==> src/rtl/life_pkg.sv <==
// Shared types and cell-rule constants for the Game of Life engine.
package life_pkg;

  // Run sequencer states.
  typedef enum logic [1:0] {
    ST_IDLE   = 2'd0,
    ST_STEP   = 2'd1,
    ST_COMMIT = 2'd2
  } state_t;

  // A live cell with exactly this many live neighbours keeps its state.
  localparam logic [3:0] SURVIVE_COUNT = 4'd2;
  // Exactly this many live neighbours makes a cell alive.
  localparam logic [3:0] BIRTH_COUNT   = 4'd3;

  // Population count of the eight neighbours of one cell.
  function automatic logic [3:0] neighbour_sum(input logic [7:0] nbrs);
    logic [3:0] sum;
    sum = 4'd0;
    for (int i = 0; i < 8; i++) begin
      sum = sum + {3'b000, nbrs[i]};
    end
    return sum;
  endfunction

  // Next state of one cell given its current state and neighbour sum.
  function automatic logic cell_next(input logic alive, input logic [3:0] sum);
    return (sum == BIRTH_COUNT) || (alive && (sum == SURVIVE_COUNT));
  endfunction

endpackage

==> src/rtl/life_row.sv <==
// Combinational next-generation computation for one grid row.
module life_row
  import life_pkg::*;
#(
  parameter int WIDTH = 8,
  parameter int WRAP  = 1
) (
  input  logic [WIDTH-1:0] above,
  input  logic [WIDTH-1:0] cur,
  input  logic [WIDTH-1:0] below,
  output logic [WIDTH-1:0] next
);

  genvar gi;
  generate
    for (gi = 0; gi < WIDTH; gi++) begin : g_col
      // Edge columns either wrap to the far side or see a dead neighbour.
      localparam int LEFT     = (gi == 0) ? WIDTH - 1 : gi - 1;
      localparam int RIGHT    = (gi == WIDTH - 1) ? 0 : gi + 1;
      localparam bit LEFT_OK  = (gi != 0) || (WRAP != 0);
      localparam bit RIGHT_OK = (gi != WIDTH - 1) || (WRAP != 0);

      logic [7:0] nbrs;

      assign nbrs = {LEFT_OK & above[LEFT], above[gi], RIGHT_OK & above[RIGHT],
                     LEFT_OK & cur[LEFT],              RIGHT_OK & cur[RIGHT],
                     LEFT_OK & below[LEFT], below[gi], RIGHT_OK & below[RIGHT]};
      assign next[gi] = cell_next(cur[gi], neighbour_sum(nbrs));
    end
  endgenerate

endmodule

==> src/rtl/life_engine.sv <==
// Game of Life engine: loads a grid, runs N generations row by row into a
// shadow grid, and commits each finished generation in a single cycle.
module life_engine
  import life_pkg::*;
#(
  parameter int WIDTH  = 8,
  parameter int HEIGHT = 8,
  parameter int WRAP   = 1,
  parameter int GEN_W  = 16
) (
  input  logic                      clk,
  input  logic                      rst,
  input  logic                      load_valid,
  output logic                      load_ready,
  input  logic [$clog2(HEIGHT)-1:0] load_row,
  input  logic [WIDTH-1:0]          load_data,
  input  logic                      start,
  input  logic [GEN_W-1:0]          gens,
  input  logic                      stop_on_stable,
  output logic                      busy,
  output logic                      done,
  output logic [GEN_W-1:0]          gen_count,
  output logic                      stable,
  output logic                      extinct,
  input  logic [$clog2(HEIGHT)-1:0] rd_row,
  output logic [WIDTH-1:0]          rd_data
);

  localparam int               ROW_W    = $clog2(HEIGHT);
  localparam logic [ROW_W-1:0] LAST_ROW = ROW_W'(HEIGHT - 1);
  localparam logic [ROW_W-1:0] ROW_ONE  = ROW_W'(1);
  localparam logic [GEN_W-1:0] GEN_ONE  = GEN_W'(1);

  state_t            state_reg;
  logic [ROW_W-1:0]  row_reg;
  logic [WIDTH-1:0]  grid_reg   [HEIGHT];
  logic [WIDTH-1:0]  shadow_reg [HEIGHT];
  logic [GEN_W-1:0]  gen_count_reg;
  logic [GEN_W-1:0]  gens_reg;
  logic [GEN_W-1:0]  gen_next;
  logic              sos_reg;
  logic              stable_reg;
  logic              done_reg;
  logic [WIDTH-1:0]  rd_data_reg;
  logic [WIDTH-1:0]  above_row;
  logic [WIDTH-1:0]  cur_row;
  logic [WIDTH-1:0]  below_row;
  logic [WIDTH-1:0]  next_row;
  logic [HEIGHT-1:0] row_diff;
  logic [HEIGHT-1:0] row_live;
  logic              no_change;

  // Per-row change and liveness flags for stability and extinction.
  genvar gi;
  generate
    for (gi = 0; gi < HEIGHT; gi++) begin : g_row_flags
      assign row_diff[gi] = |(grid_reg[gi] ^ shadow_reg[gi]);
      assign row_live[gi] = |grid_reg[gi];
    end
  endgenerate

  assign no_change = ~|row_diff;

  // Fetch the committed rows around the row being computed.
  always_comb begin
    cur_row   = grid_reg[row_reg];
    above_row = '0;
    below_row = '0;
    if (row_reg != '0) begin
      above_row = grid_reg[row_reg - ROW_ONE];
    end else if (WRAP != 0) begin
      above_row = grid_reg[LAST_ROW];
    end
    if (row_reg != LAST_ROW) begin
      below_row = grid_reg[row_reg + ROW_ONE];
    end else if (WRAP != 0) begin
      below_row = grid_reg[0];
    end
  end

  life_row #(
    .WIDTH(WIDTH),
    .WRAP (WRAP)
  ) u_row (
    .above(above_row),
    .cur  (cur_row),
    .below(below_row),
    .next (next_row)
  );

  // Generation counter sticks at all-ones instead of wrapping.
  assign gen_next = (&gen_count_reg) ? gen_count_reg : gen_count_reg + GEN_ONE;

  // Sequencer, grid storage and registered readout.
  always_ff @(posedge clk) begin
    if (!rst) begin
      state_reg     <= ST_IDLE;
      row_reg       <= '0;
      gen_count_reg <= '0;
      gens_reg      <= '0;
      sos_reg       <= 1'b0;
      stable_reg    <= 1'b0;
      done_reg      <= 1'b0;
      rd_data_reg   <= '0;
      for (int i = 0; i < HEIGHT; i++) begin
        grid_reg[i]   <= '0;
        shadow_reg[i] <= '0;
      end
    end else begin
      done_reg    <= 1'b0;
      rd_data_reg <= (int'(rd_row) < HEIGHT) ? grid_reg[rd_row] : '0;
      case (state_reg)
        ST_IDLE: begin
          if (load_valid && (int'(load_row) < HEIGHT)) begin
            grid_reg[load_row] <= load_data;
          end
          if (start) begin
            gen_count_reg <= '0;
            if (gens == '0) begin
              done_reg <= 1'b1;
            end else begin
              gens_reg  <= gens;
              sos_reg   <= stop_on_stable;
              row_reg   <= '0;
              state_reg <= ST_STEP;
            end
          end
        end
        ST_STEP: begin
          shadow_reg[row_reg] <= next_row;
          if (row_reg == LAST_ROW) begin
            state_reg <= ST_COMMIT;
          end else begin
            row_reg <= row_reg + ROW_ONE;
          end
        end
        ST_COMMIT: begin
          for (int i = 0; i < HEIGHT; i++) begin
            grid_reg[i] <= shadow_reg[i];
          end
          gen_count_reg <= gen_next;
          stable_reg    <= no_change;
          if ((gen_next == gens_reg) || (sos_reg && no_change)) begin
            done_reg  <= 1'b1;
            state_reg <= ST_IDLE;
          end else begin
            row_reg   <= '0;
            state_reg <= ST_STEP;
          end
        end
        default: state_reg <= ST_IDLE;
      endcase
    end
  end

  assign load_ready = (state_reg == ST_IDLE);
  assign busy       = (state_reg != ST_IDLE);
  assign done       = done_reg;
  assign gen_count  = gen_count_reg;
  assign stable     = stable_reg;
  assign extinct    = ~|row_live;
  assign rd_data    = rd_data_reg;

endmodule
==> config.mk <==
export PLATFORM = sky130hd
export DESIGN_NAME = life_engine
export DESIGN_NICKNAME = d
export VERILOG_FILES = /design/src/rtl/life_pkg.sv /design/src/rtl/life_row.sv /design/src/rtl/life_engine.sv
export SDC_FILE = /design/constraint.sdc
export NUM_CORES = 1
export LEC_CHECK = 0
export ABC_AREA = 1
export BUFFER_PORTS_ARGS = -buffer_cell sky130_fd_sc_hd__buf_4
export CAP_MARGIN = 20
export CORE_MARGIN = 5
export CORE_UTILIZATION = 50
export CTS_BUF_LIST = sky130_fd_sc_hd__clkbuf_16
export CTS_CLUSTER_DIAMETER = 80
export DETAILED_ROUTE_END_ITERATION = 12
export PLACE_DENSITY = 0.67
export SLEW_MARGIN = 20
export SYNTH_ARGS = -nofsm -noshare
export SYNTH_HDL_FRONTEND = slang
export SYNTH_HIERARCHICAL = 1
export SYNTH_SLANG_ARGS = --single-unit
==> constraint.sdc <==
create_clock -name clk -period 8.05 [get_ports clk]
set_clock_uncertainty 0.05 [all_clocks]
set_input_delay 0.805 -clock clk [delete_from_list [all_inputs] [get_ports clk]]
set_output_delay 0.805 -clock clk [all_outputs]
set_load 0.005 [all_outputs]
[Yosys cells after proc, flatten, opt, wreduce, memory -nomap -nowiden]
Memory sizes are Yosys's and may differ from the RTL's. A register that Yosys moved wholly into a read port is not among the register bits.
Cells that the tools add are included.
Storage, ports and cells
  output and inout port bits: 29
  register bits: 40
  logic and storage cells: 193
  RAM bits: 128
  memories: 2
  input port bits: 35
Memory list
  grid_reg: words 8, width 8, read ports 12, clocked after Yosys merged registers in 2, wr ports 8, RTL line life_engine.sv:36  | logic [WIDTH-1:0] grid_reg [HEIGHT];
  shadow_reg: words 8, width 8, read ports 8, clocked after Yosys merged registers in 0, wr ports 8, RTL line life_engine.sv:37  | logic [WIDTH-1:0] shadow_reg [HEIGHT];
Cells by class
  reduce and logical (&&, ||, !) cells: 36
  bitwise logic cells: 17
  equal/unequal tests: 26
  add/sub/neg operators: 59
  multiplexer cells: 46
Operator list (count)
  adder 4 x 1 -> 4 bit: 44
  OR reduction 64 bit: 2
  two-way mux 8 bit: 12
  equality test 4 x 2 -> 1 bit, second input constant: 16
  XOR 8 bit: 8
  two-way mux 16 bit: 2
  case mux 16 bit (2 select lines): 1
  two-way mux 3 bit: 8
  two-way mux 1 bit: 17
  adder 1 x 1 -> 2 bit: 8
  adder 16 x 1 -> 16 bit, second input constant: 1
  equality test 16 bit: 1
  logical NOT 16 bit: 1
  AND reduction 16 bit: 1
  OR reduction 8 bit: 2
  logical AND 1 bit: 9
  logical OR 1 bit: 9
  case mux 3 bit (3 select lines): 1
  adder 3 x 1 -> 4 bit: 2
  != test 2 bit, second input constant: 4
  OR 1 bit: 8
  adder 2 x 1 -> 3 bit: 2
  two-way mux 2 bit: 3
  case mux 2 bit (3 select lines): 1
  other kinds (16): 21

[Longest topological paths before layout]
Gate-level depths: netlist (run 1).
An unclocked memory read counts as a cell.
  word-level depth: 14
  mapped depth: 23
  depth with buffers taken out: 20

[By module]
Netlist (run 1), hierarchy kept.
By module, submodules not included
  life_engine: sequential area each 4864.7 um2, area each 10506.3 um2, times used 1, cells an instance 1345
  life_row: sequential area each 0.0 um2, area each 1412.6 um2, times used 1, cells an instance 175

[Least setup slack after synthesis (run 1)]
No wires, ideal clock.
  path type: register to register
  from: reg row_reg[0]
  to: mem shadow_reg[0][0], data pin
  data required time: 7740 ps
  arrival: 4651 ps
  setup slack: 3089 ps
  path buffers: 4
  clock period less this slack: 4961 ps
  setup time: 260 ps
  stages on the path, launching flop included: 23
  cell sequence: dfxtp_1 > clkbuf_1 > inv_1 > buf_2 > ha_1 > clkbuf_1 > inv_1 > buf_1 > o211ai_1 > a31oi_1 > inv_1 > fa_1 > fa_1 > fa_1 > inv_1 > ha_1 > fa_1 > inv_1 > nand2_1 > nand3_1 > a21oi_1 > inv_1 > nor2_1
RTL lines
  from (decl): RTL line life_engine.sv:35  | logic [ROW_W-1:0] row_reg;
  from (signal assigned): RTL line life_engine.sv:134  | row_reg <= row_reg + ROW_ONE;
  to (decl): RTL line life_engine.sv:37

==> impl_metrics.toml, run 1 <==
[yosys]
synth_top_area_cell = "edfxtp_1"
synth.distinct_cells = 41
synth_cells = 1520
avgSynthCellArea_um2 = 7.84
ys_dominant_reg_cell = "edfxtp_1"
synth_fa_ha_area_share_pct = 8.42
yosysSeqAreaShare_pct = 40.8
synth-edff-count = 128
synth_mux_area_share_pct = 0.504
synth_compound_area_share_pct = 15.2
postSynth.asyncResetShare_pct = 0
yosysWarnings = 6
synth_area_um2 = 11900
synth_top_cell_area_share_pct = 32.2
synth_top_family_by_area = "simple AND/OR/NAND/NOR gates"
yosys-top-cells-area = "edfxtp_1, dfxtp_1, nand2_1"
synth-simple-area-share_pct = 22.5
synthXorXnorAreaFrac_pct = 4.47
synth_fp_nets = 1616
yosys_register_bits = 179

[global_route]
grt_pass1_vias = 10418
grt_pass1_wl_mm = 61.0
antenna_found_initial = 0
grt_max_degree = 65
grt_util_all_layers_pct = 29.8
gr-total-overflow = 0

[die]
die_area_um2 = 27000
die_h_um = 164
rows = 56
die_w_um = 164
core_um2 = 23500
start_util_pct = 50.8
ioPinCount = 64

[cts]
tritoncts = "done"
cts_buffer_depth = 2
cts_setup_buffers = 0
cts-buffers-inserted = 17
cts_sinks = 179
clk_latency_ps = 450
ctsHoldBuffers = 0
cts_resized = 0
cts-root-buf = "clkbuf_16"
cts.clk_slew.worst_paths_ps = 90
cts.htree.levels = 4

[final_layout]
layout_common_cells = "nand2_1, inv_1, nor2_1"
antennaDiodeCount = 0
layout.nets = 1641
fillers = 2221
area_growth_pct = 10.9
layout_commonest_cell = "nand2_1"
drive_gt1_share_pct = 7.51
stdcell_area_um2 = 13200

[timing]
min_period_ps = 6410
fmaxAchievable_mhz = 156
fin_tns_setup_ps = 0
hold_violations = 0
slew_headroom_pct = 32.9
rsz0062_at_grt = "no"
period_share_pct = 79.6
setup_viol = 0
tightest_slew_ps = 1010
finalMaxSlewViolations = 0

[detailed_routing]
avgRoutedWirePerCell_um = 21.1
first_pass_iters = 5
remaining_drc_errors = 0
viasPerCell = 5.84
drt_iter0_drc = 1157
num_vias = 10965
wl_mm = 39.6
drtAntennaViolNets = 0

[pwr]
p_seq_share_pct = 31.4
switchingPower_mw = 1.60
vdd_drop_max_uv = 165
power_frac_comb_pct = 43.0
power_mw = 3.53
p_int_mw = 1.93
powerDensity_nw_per_um2 = 267
clockPowerShare_pct = 25.6
p_sw_share_pct = 45.2
leakage_nw = 5.37

[setup_path]
cp_max_fo = 52
crit_required_ps = 8180
cp-end-kind = "flip-flop"
critPathLaunchType = "flip-flop"
crit_arrival_ps = 6540
setup.worst_path.class = "flip-flop to flip-flop"

[flow_run]
cap_violations = 0

[place]
placed_cell_area_um2 = 12600
io_buffers = 63
dp_hpwl_mm = 28.9
place.gp.congestion = 0.983

[status]
status = "finished, final reports clean"

[min_path]
holdCritPathClass = "flip-flop to flip-flop"
[cell families (layout without fill, tap and decap cells)]
logic type,count (synthesis),count (layout)
AND/OR/NAND/NOR,630,630
AO/OA/AOI/OAI,332,332
buffers and inverters,252,290
flip-flops,179,179
adder cells (fa/ha/maj),61,61
XOR/XNOR,60,60
multiplexers,6,6
[stage by stage]
step / utilization (%) / std cells / setup WS [ps] / hold WS, ps
finish: 56.3 / 1877 / 1640 / 426
global route: 56.3 / 1877 / 1130 / 454
CTS: 56.3 / 1877 / 1670 / 430
detailed placement: 53.6 / 1845 / 1710 / 416
global placement: 53.6 / 1845 / 1840 / 396
floorplan: - / 1520 / 3090 / 394
[routing by layer]
metal | part of all wire [%] | global-route usage (%)
met4 | 3.2 | 10.0
met5 | 0 | 0
met2 | 47 | 49.4
met3 | 8.8 | 5.17
met1 | 41 | 39.9
[power groups by stage]
stage | combinational, mW | clock, mW | sequential [mW]
floorplan | 0.971 | 0 | 1.09
global placement | 1.48 | 0 | 1.12
detailed placement | 1.51 | 0 | 1.12
CTS | 1.52 | 0.905 | 1.10
global route | 1.72 | 0.940 | 1.11
finish | 1.52 | 0.903 | 1.11
[cell type report]
| class | count | area, um^2 | area share, % |
|---|---|---|---|
| multi-input cells | 1089 | 6100 | 46.1 |
| clock inverters | 15 | 213 | 1.61 |
| inverters | 191 | 717 | 5.42 |
| repair buffers | 67 | 503 | 3.80 |
| clock buffers | 17 | 425 | 3.22 |
| well taps | 319 | 399 | 3.02 |
| flip-flops and latches | 179 | 4860 | 36.8 |
[path summary, 6_finish.rpt]
kind	from	to	slack [ps]	cells after the start
setup / recovery	row_reg[0]	shadow_reg[6][0]	1640	20
hold / removal	gens_reg[5]	gens_reg[5]	430	2
setup reg to reg	row_reg[0]	shadow_reg[6][0]	1640	20
hold reg to reg	gens_reg[5]	gens_reg[5]	430	2
[cell usage after synthesis, types with 29 or more instances]
master and instances:
clkbuf_1 50, ha_1 29, nand2_1 265, dfxtp_1 51, a21oi_1 74, nor2_1 184
inv_1 184, a31oi_1 30, fa_1 32, nand3_1 110, xnor2_1 34, o21ai_0 178
edfxtp_1 128
[critical path, stage by stage, from the launching register on]
cell,delay (ps)
dfxtp_1,310
buf_4,420
inv_1,320
ha_1,360
buf_4,230
inv_1,710
o211ai_1,200
a31oi_1,490
inv_1,120
fa_1,540
fa_1,440
fa_1,500
inv_1,40
ha_1,200
fa_1,440
inv_1,60
nand2_1,40
nand3_1,70
a21oi_1,50
inv_1,400
nor2_1,110
(Power assumes the default switching activity.)
==> run 2, diff against run 1 <==
--- a/config.mk
+++ b/config.mk
@@ -13,7 +13,7 @@
 export CTS_BUF_LIST = sky130_fd_sc_hd__clkbuf_16
 export CTS_CLUSTER_DIAMETER = 80
 export DETAILED_ROUTE_END_ITERATION = 12
-export PLACE_DENSITY = 0.67
+export PLACE_DENSITY = 0.7
 export SLEW_MARGIN = 20
 export SYNTH_ARGS = -nofsm -noshare
 export SYNTH_HDL_FRONTEND = slang
==> constraint.sdc (replaced) <==
create_clock -name clk -period 5.35 [get_ports clk]
set_clock_uncertainty 0.05 [all_clocks]
set_input_delay 0.535 -clock clk [delete_from_list [all_inputs] [get_ports clk]]
set_output_delay 0.535 -clock clk [all_outputs]
set_load 0.005 [all_outputs]
==> run 2 against run 1 <==
Power grew 52%. Critical path depth shrank 1. Largest power group unchanged. Sequential share of layout area shrank 0.30 points. Non-clock buffer count grew 17. Register-to-register slack lost 1200 ps. Setup slack lost 1200 ps. Via count grew 0.96%. Combinational power grew 57%. Sequential power grew 49%. Hold slack lost 100 ps. Flip-flop and latch count is the same. Maximum frequency grew 30%.
==> impl_metrics.toml, run 2 (same netlist as run 1, synthesis figures left out) <==
[global_route]
grt_max_degree = 52
grt_pass1_wl_mm = 60.1
grt_util_all_layers_pct = 29.2
gr-total-overflow = 0
grt_pass1_vias = 10529
antenna_found_initial = 0

[timing]
period_share_pct = 92.4
fmaxAchievable_mhz = 202
fin_tns_setup_ps = 0
slew_headroom_pct = 30.1
finalMaxSlewViolations = 0
hold_slack_ps = 325
setup_viol = 0
setup_slack_ps = 405
min_period_ps = 4940
hold_violations = 0
rsz0062_at_grt = "no"
tightest_slew_ps = 1040

[status]
status = "finished, final reports clean"

[setup_path]
crit_chain = "inv_1, ha_1, inv_1, buf_4, o211ai_1, a31oi_1, inv_1, fa_1, fa_1, fa_1, inv_1, ha_1, fa_1, inv_1, nand2_1, nand3_1, a21oi_1, inv_1, nor2_1"
reg2reg_to = "shadow_reg[0][0]"
r2r-start = "row_reg[0]"
setup.worst_path.class = "flip-flop to flip-flop"
crit_required_ps = 5470
critPathSlowestCell = "fa_1"
cp_max_fo = 33
crit_arrival_ps = 5070
cp-end-kind = "flip-flop"
critPathLaunchType = "flip-flop"
rr_worst_depth = 19
r2r_setup_slack_ps = 410
critPathMaxStageDelay_ps = 550
cp_common_cell = "inv_1"

[detailed_routing]
first_pass_iters = 6
wl_mm = 38.7
avgRoutedWirePerCell_um = 20.4
drtAntennaViolNets = 0
drt_iter0_drc = 1206
viasPerCell = 5.84
num_vias = 11070
remaining_drc_errors = 0

[pwr]
power_mw = 5.36
powerDensity_nw_per_um2 = 402
leakage_nw = 5.44
vdd_drop_max_uv = 276

[die]
die_area_um2 = 27000
start_util_pct = 50.8
core_um2 = 23500
rows = 56
ioPinCount = 64
die_w_um = 164
die_h_um = 164

[place]
post-place-ws_ps = 439
io_buffers = 63
place.gp.congestion = 1.01
dp_hpwl_mm = 29.0
placed_cells = 1862
placed_cell_area_um2 = 12700

[cts]
clk_latency_ps = 450
cts-buffers-inserted = 17
cts_resized = 0
cts_buffer_depth = 2
cts_setup_buffers = 0
cts.clk_slew.worst_paths_ps = 80
cts.htree.levels = 4
tritoncts = "done"
cts-root-buf = "clkbuf_16"
ctsHoldBuffers = 0
cts_sinks = 179

[final_layout]
layout_common_cells = "nand2_1, inv_1, nor2_1"
area_growth_pct = 11.8
drive_gt1_share_pct = 8.51
layout_commonest_cell = "nand2_1"
stdcell_area_um2 = 13300
antennaDiodeCount = 0
layout.nets = 1658
final_cells = 1894
post-route-util_pct = 56.8

[min_path]
hold_path_depth = 3
whs_endpoint = "sos_reg"
worst_hold_startpoint = "stop_on_stable"
holdCritPathClass = "input pin to flip-flop"

[flow_run]
cap_violations = 0
[run 2: changes by cell type in the layout (fill, tap and decap cells not counted)]
cell,change
buf_4,+17
clkinv_8,+1
clkinvlp_4,+1
inv_12,-3
inv_16,-1
inv_6,-2
inv_8,+4
[run 2: final cells by class]
type | instances | area [um^2]
clock inverter | 15 | 195
clock buffer | 17 | 425
multi-input combinational | 1089 | 6100
tap | 319 | 399
timing repair buffer | 84 | 631
inverter | 191 | 717
sequential | 179 | 4860
fill | 2186 | 10100
[run 2: how the worst max path moves through the flow]
stage                            end  cells past startpoint        from
finish              shadow_reg[0][0]                     19  row_reg[0]
global route        shadow_reg[2][6]                     19  row_reg[0]
CTS                 shadow_reg[0][0]                     19  row_reg[0]
detailed placement  shadow_reg[6][6]                     19  row_reg[0]
global placement    shadow_reg[4][6]                     19  row_reg[0]
floorplan           shadow_reg[0][0]                     22  row_reg[0]
[run 2: power breakdown]
group | switching (mW) | internal (mW) | leakage [nW]
combinational | 1.64 | 0.751 | 3.40
clock | 0.674 | 0.643 | 0.297
sequential | 0.0803 | 1.57 | 1.74
total | 2.39 | 2.96 | 5.44
[run 2: layer usage]
| layer | global-route usage [%] | vias up | part of all wire [%] |
|---|---|---|---|
| li1 | - | 5228 | - |
| met1 | 40.6 | 5161 | 42 |
| met2 | 46.5 | 585 | 46 |
| met3 | 4.67 | 96 | 9.3 |
| met4 | 10.5 | 0 | 3.4 |
| met5 | 0 | - | 0 |
[run 2: critical path, delay by kind of cell, from the launching register on]
family	cells	cell delay, ps
adders and majority gates	6	2430
buffers and inverters	7	1220
AOI/OAI and AO/OA	3	410
DFF	1	340
and+or+nand+nor	3	210
